### src/rtl/fp_multiplier_pipe.sv
// fp_multiplier_pipe: three-stage pipelined IEEE-754-style multiplier with valid/ready on both sides.
// Define FPMUL_ROUND_EN for round-to-nearest-even; otherwise the fraction is truncated toward zero.
module fp_multiplier_pipe #(
  parameter int EXP_W  = 8,
  parameter int FRAC_W = 23,
  localparam int W = 1 + EXP_W + FRAC_W
) (
  input  logic         clock,
  input  logic         reset_n,
  input  logic         in_valid,
  output logic         in_ready,
  input  logic [W-1:0] in_a,
  input  logic [W-1:0] in_b,
  output logic         out_valid,
  input  logic         out_ready,
  output logic [W-1:0] out_result,
  output logic [3:0]   out_flags
);
  localparam int EW = EXP_W + 2;
  localparam int MW = FRAC_W + 1;
  localparam int PW = 2 * FRAC_W + 2;
  localparam logic signed [EW-1:0] BIAS_E = $signed({3'b000, {(EXP_W-1){1'b1}}});
  localparam logic signed [EW-1:0] EMAX_E = $signed({2'b00, {EXP_W{1'b1}}});
  localparam logic signed [EW-1:0] ONE_E  = $signed({{(EW-1){1'b0}}, 1'b1});
  localparam logic signed [EW-1:0] ZERO_E = $signed({EW{1'b0}});

  logic                 w_advance;
  logic [EXP_W-1:0]     w_ea, w_eb;
  logic [FRAC_W-1:0]    w_fa, w_fb;
  logic                 w_a_zero, w_b_zero, w_a_inf, w_b_inf, w_a_nan, w_b_nan;
  logic signed [EW-1:0] w_e_sum;
  logic [PW-1:0]        w_prod;

  logic                 r_s1_valid, r_s1_sign, r_s1_invalid, r_s1_inf, r_s1_zero;
  logic signed [EW-1:0] r_s1_e;
  logic [PW-1:0]        r_s1_prod;

  logic [FRAC_W-1:0]    w_frac_t, w_frac_r;
  logic                 w_g, w_s;
  logic signed [EW-1:0] w_e_norm, w_e_r;

  logic                 r_s2_valid, r_s2_sign, r_s2_invalid, r_s2_inf, r_s2_zero, r_s2_inexact;
  logic signed [EW-1:0] r_s2_e;
  logic [FRAC_W-1:0]    r_s2_frac;

  logic [W-1:0]         w_res;
  logic [3:0]           w_flags;
  logic                 r_out_valid;
  logic [W-1:0]         r_out_result;
  logic [3:0]           r_out_flags;

  assign w_advance = !r_out_valid || out_ready;
  assign in_ready  = w_advance;

  assign w_ea     = in_a[W-2 -: EXP_W];
  assign w_eb     = in_b[W-2 -: EXP_W];
  assign w_fa     = in_a[FRAC_W-1:0];
  assign w_fb     = in_b[FRAC_W-1:0];
  assign w_a_zero = (w_ea == {EXP_W{1'b0}});
  assign w_b_zero = (w_eb == {EXP_W{1'b0}});
  assign w_a_inf  = (w_ea == {EXP_W{1'b1}}) && (w_fa == {FRAC_W{1'b0}});
  assign w_b_inf  = (w_eb == {EXP_W{1'b1}}) && (w_fb == {FRAC_W{1'b0}});
  assign w_a_nan  = (w_ea == {EXP_W{1'b1}}) && (w_fa != {FRAC_W{1'b0}});
  assign w_b_nan  = (w_eb == {EXP_W{1'b1}}) && (w_fb != {FRAC_W{1'b0}});
  assign w_e_sum  = $signed({2'b00, w_ea}) + $signed({2'b00, w_eb}) - BIAS_E;
  assign w_prod   = {{(PW-MW){1'b0}}, 1'b1, w_fa} * {{(PW-MW){1'b0}}, 1'b1, w_fb};

  // Stage 1: classify operands, form exponent sum and full mantissa product
  always_ff @(posedge clock or negedge reset_n) begin
    if (!reset_n) begin
      r_s1_valid   <= 1'b0;
      r_s1_sign    <= 1'b0;
      r_s1_invalid <= 1'b0;
      r_s1_inf     <= 1'b0;
      r_s1_zero    <= 1'b0;
      r_s1_e       <= ZERO_E;
      r_s1_prod    <= {PW{1'b0}};
    end else if (w_advance) begin
      r_s1_valid   <= in_valid;
      r_s1_sign    <= in_a[W-1] ^ in_b[W-1];
      r_s1_invalid <= w_a_nan | w_b_nan | (w_a_inf & w_b_zero) | (w_a_zero & w_b_inf);
      r_s1_inf     <= w_a_inf | w_b_inf;
      r_s1_zero    <= w_a_zero | w_b_zero;
      r_s1_e       <= w_e_sum;
      r_s1_prod    <= w_prod;
    end
  end

  // Normalise a product in [1,4) to [1,2) and pick out guard/sticky
  always_comb begin
    w_frac_t = {FRAC_W{1'b0}};
    w_g      = 1'b0;
    w_s      = 1'b0;
    w_e_norm = r_s1_e;
    if (r_s1_prod[PW-1]) begin
      w_frac_t = r_s1_prod[PW-2 -: FRAC_W];
      w_g      = r_s1_prod[FRAC_W];
      w_s      = |r_s1_prod[FRAC_W-1:0];
      w_e_norm = r_s1_e + ONE_E;
    end else begin
      w_frac_t = r_s1_prod[PW-3 -: FRAC_W];
      w_g      = r_s1_prod[FRAC_W-1];
      w_s      = |r_s1_prod[FRAC_W-2:0];
      w_e_norm = r_s1_e;
    end
  end

`ifdef FPMUL_ROUND_EN
  // A carry out of the fraction means it was all ones, so the result becomes 1.0 x 2^(e+1).
  logic              w_inc;
  logic [FRAC_W:0]   w_rnd;
  assign w_inc    = w_g & (w_s | w_frac_t[0]);
  assign w_rnd    = {1'b0, w_frac_t} + {{FRAC_W{1'b0}}, w_inc};
  assign w_frac_r = w_rnd[FRAC_W-1:0];
  assign w_e_r    = w_rnd[FRAC_W] ? (w_e_norm + ONE_E) : w_e_norm;
`else
  assign w_frac_r = w_frac_t;
  assign w_e_r    = w_e_norm;
`endif

  // Stage 2: hold the normalised, rounded significand and exponent
  always_ff @(posedge clock or negedge reset_n) begin
    if (!reset_n) begin
      r_s2_valid   <= 1'b0;
      r_s2_sign    <= 1'b0;
      r_s2_invalid <= 1'b0;
      r_s2_inf     <= 1'b0;
      r_s2_zero    <= 1'b0;
      r_s2_inexact <= 1'b0;
      r_s2_e       <= ZERO_E;
      r_s2_frac    <= {FRAC_W{1'b0}};
    end else if (w_advance) begin
      r_s2_valid   <= r_s1_valid;
      r_s2_sign    <= r_s1_sign;
      r_s2_invalid <= r_s1_invalid;
      r_s2_inf     <= r_s1_inf;
      r_s2_zero    <= r_s1_zero;
      r_s2_inexact <= w_g | w_s;
      r_s2_e       <= w_e_r;
      r_s2_frac    <= w_frac_r;
    end
  end

  // Pack the result, letting special operands and range limits override in priority order
  always_comb begin
    w_res   = {W{1'b0}};
    w_flags = 4'b0000;
    if (r_s2_invalid) begin
      w_res   = {1'b0, {EXP_W{1'b1}}, 1'b1, {(FRAC_W-1){1'b0}}};
      w_flags = 4'b1000;
    end else if (r_s2_inf) begin
      w_res   = {r_s2_sign, {EXP_W{1'b1}}, {FRAC_W{1'b0}}};
      w_flags = 4'b0000;
    end else if (r_s2_zero) begin
      w_res   = {r_s2_sign, {(W-1){1'b0}}};
      w_flags = 4'b0000;
    end else if (r_s2_e >= EMAX_E) begin
      w_res   = {r_s2_sign, {EXP_W{1'b1}}, {FRAC_W{1'b0}}};
      w_flags = 4'b0101;
    end else if (r_s2_e <= ZERO_E) begin
      w_res   = {r_s2_sign, {(W-1){1'b0}}};
      w_flags = 4'b0011;
    end else begin
      w_res   = {r_s2_sign, r_s2_e[EXP_W-1:0], r_s2_frac};
      w_flags = {3'b000, r_s2_inexact};
    end
  end

  // Stage 3: output register, frozen while the consumer stalls
  always_ff @(posedge clock or negedge reset_n) begin
    if (!reset_n) begin
      r_out_valid  <= 1'b0;
      r_out_result <= {W{1'b0}};
      r_out_flags  <= 4'b0000;
    end else if (w_advance) begin
      r_out_valid  <= r_s2_valid;
      r_out_result <= w_res;
      r_out_flags  <= w_flags;
    end
  end

  assign out_valid  = r_out_valid;
  assign out_result = r_out_result;
  assign out_flags  = r_out_flags;
endmodule
### config.mk
export PLATFORM = sky130hd
export DESIGN_NAME = fp_multiplier_pipe
export DESIGN_NICKNAME = d
export VERILOG_FILES = /design/src/rtl/fp_multiplier_pipe.sv
export SDC_FILE = /design/constraint.sdc
export NUM_CORES = 2
export LEC_CHECK = 0
export ABC_CLOCK_PERIOD_IN_PS = 4800
export BUFFER_PORTS_ARGS = -buffer_cell sky130_fd_sc_hd__buf_2
export CELL_PAD_IN_SITES_DETAIL_PLACEMENT = 1
export CELL_PAD_IN_SITES_GLOBAL_PLACEMENT = 1
export CORE_MARGIN = 1.5
export CORE_UTILIZATION = 30
export DETAILED_ROUTE_END_ITERATION = 10
export GPL_TIMING_DRIVEN = 0
export MAX_ROUTING_LAYER = met4
export PLACE_DENSITY_LB_ADDON = 0.12
export SLEW_MARGIN = 15
export SYNTH_ARGS = -nofsm -noshare
export SYNTH_HDL_FRONTEND = slang
export SYNTH_SLANG_ARGS = --single-unit
### constraint.sdc
create_clock -name clock -period 4.8 [get_ports clock]
set_input_delay 1.44 -clock clock [delete_from_list [all_inputs] [get_ports clock]]
set_output_delay 1.44 -clock clock [all_outputs]
set_load 0.02 [all_outputs]
Word-level counts from Yosys, hierarchy flattened
Cells that the tools add are included.
{"block": "word_totals", "output_inout_bits": 38, "reg_bits": 139, "wordCells": 63}
{"block": "op_classes", "bitwise": 9, "reduce_logical": 14, "eq_ne": 2, "muxes": 14, "magnitude_cmp": 2, "multipliers": 1, "add_sub_neg": 3}
{"cell": "2-to-1 mux 31 bit", "count": 4}
{"cell": "multiplier 24 x 24 -> 48 bit", "count": 1}
{"cell": "logical NOT 23 bit", "count": 2}
{"cell": "nonzero test 23 bit", "count": 2}
{"cell": "2-to-1 mux 32 bit", "count": 1}
{"cell": "2-to-1 mux 23 bit", "count": 1}
{"cell": "OR reduction 23 bit", "count": 1}
{"cell": "OR reduction 22 bit", "count": 1}
{"cell": "equality test 8 bit, second input constant", "count": 2}
{"cell": "logical NOT 8 bit", "count": 2}
{"cell": "adder 10 x 2 -> 10 bit, second input constant", "count": 1}
{"cell": "greater-or-equal comparator 10 x 9 -> 1 bit, second input constant", "count": 1}
{"cell": "<= comparator 10 x 1 -> 1 bit, second input constant", "count": 1}
{"cell": "2-to-1 mux 10 bit", "count": 1}
{"cell": "subtractor 9 x 7 -> 10 bit, second input constant", "count": 1}
{"cell": "adder 8 x 8 -> 9 bit", "count": 1}
{"cell": "2-to-1 mux 3 bit", "count": 3}
{"cell": "OR 1 bit", "count": 6}
{"cell": "logical AND 1 bit", "count": 4}
{"cell": "2-to-1 mux 4 bit", "count": 1}
{"cell": "bitwise AND 1 bit", "count": 2}
{"cell": "2-to-1 mux 1 bit", "count": 2}
{"cell": "2-to-1 mux 2 bit", "count": 1}
{"cell": "logical NOT 1 bit", "count": 1}
{"cell": "2 further kinds", "count": 2}

Logic depth before layout (Yosys ltp)
{"block": "depth", "word_depth": 6, "ltp_mapped": 27, "ltp_nobuf": 24}

Worst setup path before layout
No wires, ideal clock.
{"block": "synth_path", "kind": "input to register", "from": "input port in_b[3]", "to": "register r_s1_prod[44]", "stages": 26, "setup_ns": 0.121, "t_arrival_ns": 7.358, "n_path_buf": 2, "required_ns": 4.679, "path_slack_ns": -2.679, "path_cell_list": "clkbuf_1 > nand2_1 > fa_1 > inv_1 > fa_1 > inv_1 > fa_1 > inv_1 > fa_1 > inv_1 > fa_1 > inv_1 > fa_1 > inv_1 > fa_1 > inv_1 > ha_1 > clkbuf_1 > nand2_1 > a211oi_1 > o211ai_1 > o211ai_1 > nand2_1 > nor3b_1 > mux2i_1 > a22o_1"}
{"block": "synth_via", "elab_chain_cells": 1}
{"item": "start: declaration", "line_no": "13", "rtl": "input logic [W-1:0] in_b,"}
{"item": "multiplier 24 x 24 -> 48 bit", "line_no": "66", "rtl": "assign w_prod = {{(PW-MW){1'b0}}, 1'b1, w_fa} * {{(PW-MW){1'b0}}, 1'b1, w_fb};"}
{"item": "end signal: assignment", "line_no": "77", "rtl": "r_s1_prod <= {PW{1'b0}};"}
{"item": "end signal: assignment", "line_no": "85", "rtl": "r_s1_prod <= w_prod;"}
{"item": "end: declaration", "line_no": "36", "rtl": "logic [PW-1:0] r_s1_prod;"}
No other way between the ends.
A chain may end at the register's enable or synchronous reset.

Worst setup path after layout
{"block": "layout_path", "from": "input port in_b[5]", "to": "register r_s1_prod[44]"}
Same word-level chain as after synthesis.

==> results.json <==
{
  "regToRegSetupSlack_ps": 2130,
  "core_um2": 82370,
  "num_vias": 20420,
  "hold_class": "flop to flop",
  "cp.arrival_ps": 8000,
  "fmax_ghz": 0.1313,
  "globalRouteMet3Util_pct": 1.926,
  "wl_per_cell_um": 24.75,
  "dr.pass1.iters": 7,
  "grt_start_max_net_pins": 94,
  "yosysTopAreaCellShare_pct": 38.57,
  "cts_inserted_buffers": 17,
  "port_buffers": 104,
  "max_stage_delay_ps": 640,
  "yosys_register_bits": 139,
  "fin_nets": 3774,
  "ys.flop_type": "dfrtp_1",
  "drcViolationCount": 0,
  "yosysSeqAreaShare_pct": 13.88,
  "status": "finished, violations left",
  "maxSlewViolCount": 0,
  "clkLatencyLatePin_ps": 440,
  "ys_async_sr_fraction_pct": 100.0,
  "routed_wl_um": 101900,
  "synth_edf_count": 0,
  "setup_ws_ps": -2817,
  "worstSetupStartpointType": "input port",
  "crit_path_end_kind": "flop",
  "synth.area.top_cells": "fa_1 39%, dfrtp_1 14%, ha_1 9.4%",
  "drt_iter0_drc": 1284,
  "grtUsageTotal_pct": 24.97,
  "ff2ff_path_depth": 7,
  "antenna_found_initial": 8,
  "met1_usage_pct": 33.55,
  "slew_headroom_pct": 21.63,
  "hold_viol": 0,
  "ys_warn_count": 0,
  "hpwl_um": 81860,
  "fin_skew_ps": 10.17,
  "period_share_pct": 158.7,
  "crit_fanout": 4,
  "crit_type": "input port to flop",
  "synth_nets": 3509,
  "gp_congestion": 0.9287,
  "ioPinCount": 106,
  "whs_path_depth": 2,
  "avgSynthCellArea_um2": 9.053,
  "grtUsageMet2_pct": 40.80,
  "viasPerCell": 4.959,
  "crit_start": "in_b[5]",
  "root_buffer": "clkbuf_16",
  "die_w_um": 292.1,
  "cp-endpoint": "r_s1_prod[44]",
  "fin_crit_ps": 7617,
  "crit_slowest_cell": "fa_2",
  "ant_nets": 0,
  "fillers": 9295,
  "cts_tree": "built",
  "rsz0062_at_grt": "yes",
  "area_growth_pct": 27.35,
  "cts_buffer_depth": 2,
  "die_h_um": 292.1,
  "synth.distinct_cells": 72,
  "r2r_start": "r_s2_e[7]",
  "clock_sinks": 139,
  "synth.largest_area_cell": "fa_1",
  "maxCapViolations": 0,
  "num_rows": 105,
  "r2r_end": "out_result[8]",
  "initial_core_util_pct": 30.43,
  "synth_most_common_cell": "inv_1",
  "grt_overflow_total": 0,
  "synth_common_cells": "581 x inv_1, 483 x fa_1, 389 x nand2_1",
  "syn_area_um2": 25070,
  "final_util_pct": 38.76,
  "grt_pass1_vias": 22680,
  "setup_viol": 40,
  "drive_gt1_share_pct": 21.53,
  "grt_pass1_wl_um": 151200,
  "worst_slew_pin_slew_ps": 1165,
  "violations": "setup timing",
  "required_ps": 5180,
  "clkSlewWorstSetupHoldPaths_ps": 70,
  "htree_levels": 4,
  "syn_inst": 2769,
  "die_area_um2": 85310,
  "top_usage_layer": "met2"
}
## placed cells by master, fill, tap and decap left out, drive strengths merged, types with 7 or more instances in the layout
cell type | synthesis | routed
inv | 581 | 586
fa | 483 | 483
nand2 | 389 | 389
buf | 19 | 277
and2 | 257 | 257
ha | 189 | 189
dfrtp | 139 | 139
clkbuf | 121 | 127
nor2 | 111 | 111
a21oi | 99 | 99
o21ai | 79 | 79
xnor2 | 30 | 30
mux2i | 27 | 27
nor4 | 26 | 26
a22o | 26 | 26
xor2 | 25 | 25
a21o | 21 | 21
nand4 | 20 | 20
nand3 | 15 | 15
o21bai | 13 | 13
nor3 | 11 | 11
and3 | 11 | 11
o211ai | 8 | 8
a31oi | 7 | 7
## final cells by class
cell class	count	area, µm²	share of cell area [%]
clock buffer	18	439.2	1.376
sequential	139	3478	10.90
clock inverter	14	128.9	0.4037
antenna	1	2.502	0.007838
timing repair buffer	251	2307	7.227
buffer	137	1914	5.996
multi-input combinational	1904	20080	62.90
inverter	584	2236	7.003
tap	1070	1339	4.193
## worst min-delay path by stage
stage,from,to
detailed placement,r_s1_prod[3],r_s1_prod[3]
finish,out_result[31],out_result[31]
CTS,r_s1_prod[3],r_s1_prod[3]
global placement,out_result[31],out_result[31]
global route,r_s1_prod[2],r_s1_prod[2]
floorplan,r_s2_valid,r_s2_valid
## through the flow
stage	instance area [µm²]	hold slack [ps]	TNS (ps)	std cells	setup slack (ps)
2_1_floorplan	25860	430.0	-73960	2769	-2415
3_3_place_gp	27720	448.6	-138110	3943	-4376
3_5_place_dp	27760	458.4	-140760	3944	-4443
4_1_cts	31200	473.2	-84640	4069	-2760
5_1_grt	31930	503.2	-92320	4118	-2924
6_report	31930	466.8	-86920	4118	-2817
## state kept, by name (all words and copies together) (netlist names)
signal / count
out_flags: 4
out_result: 32
out_valid: 1
r_s1_e: 10
r_s1_inf: 1
r_s1_invalid: 1
r_s1_prod: 48
r_s1_sign: 1
r_s1_valid: 1
r_s1_zero: 1
r_s2_e: 10
r_s2_frac: 23
r_s2_inexact: 1
r_s2_inf: 1
r_s2_invalid: 1
r_s2_sign: 1
r_s2_valid: 1
r_s2_zero: 1
## critical path, delay by kind of cell
| family | cells | cell delay [ps] |
|---|---|---|
| muxes | 1 | 280 |
| AOI/OAI and AO/OA | 3 | 480 |
| buffers and inverters | 10 | 960 |
| adders and majority gates | 8 | 4090 |
| and+or+nand+nor | 5 | 730 |
## metal layers
metal	share of wire (%)	wire length, µm
met5	0	0
met4	2.7	2703
met3	4.1	4164
met2	48	48500
met1	46	46550
## logic make-up after synthesis
family,after synthesis,share of synthesized area [%]
xor+xnor,55,1.922
fa+ha+maj,672,48.00
simple gates,855,16.28
mux,28,1.123
buf+inv,726,11.27
compound gates,294,7.527
flops,139,13.88
## what timing repair did
| item | 4_1_cts | 5_1_grt |
|---|---|---|
| pin swaps | 94 | 88 |
| gates cloned | 1 | 0 |
| buffers inserted | 92 | 55 |
| hold buffers | 0 | 0 |
| setup endpoints to repair | 44 | 42 |
| gates resized for setup | 437 | 118 |
Power is left out: the tool's default activity adds up to more than one toggle a clock period on the data nets, which glitch-free logic cannot reach.
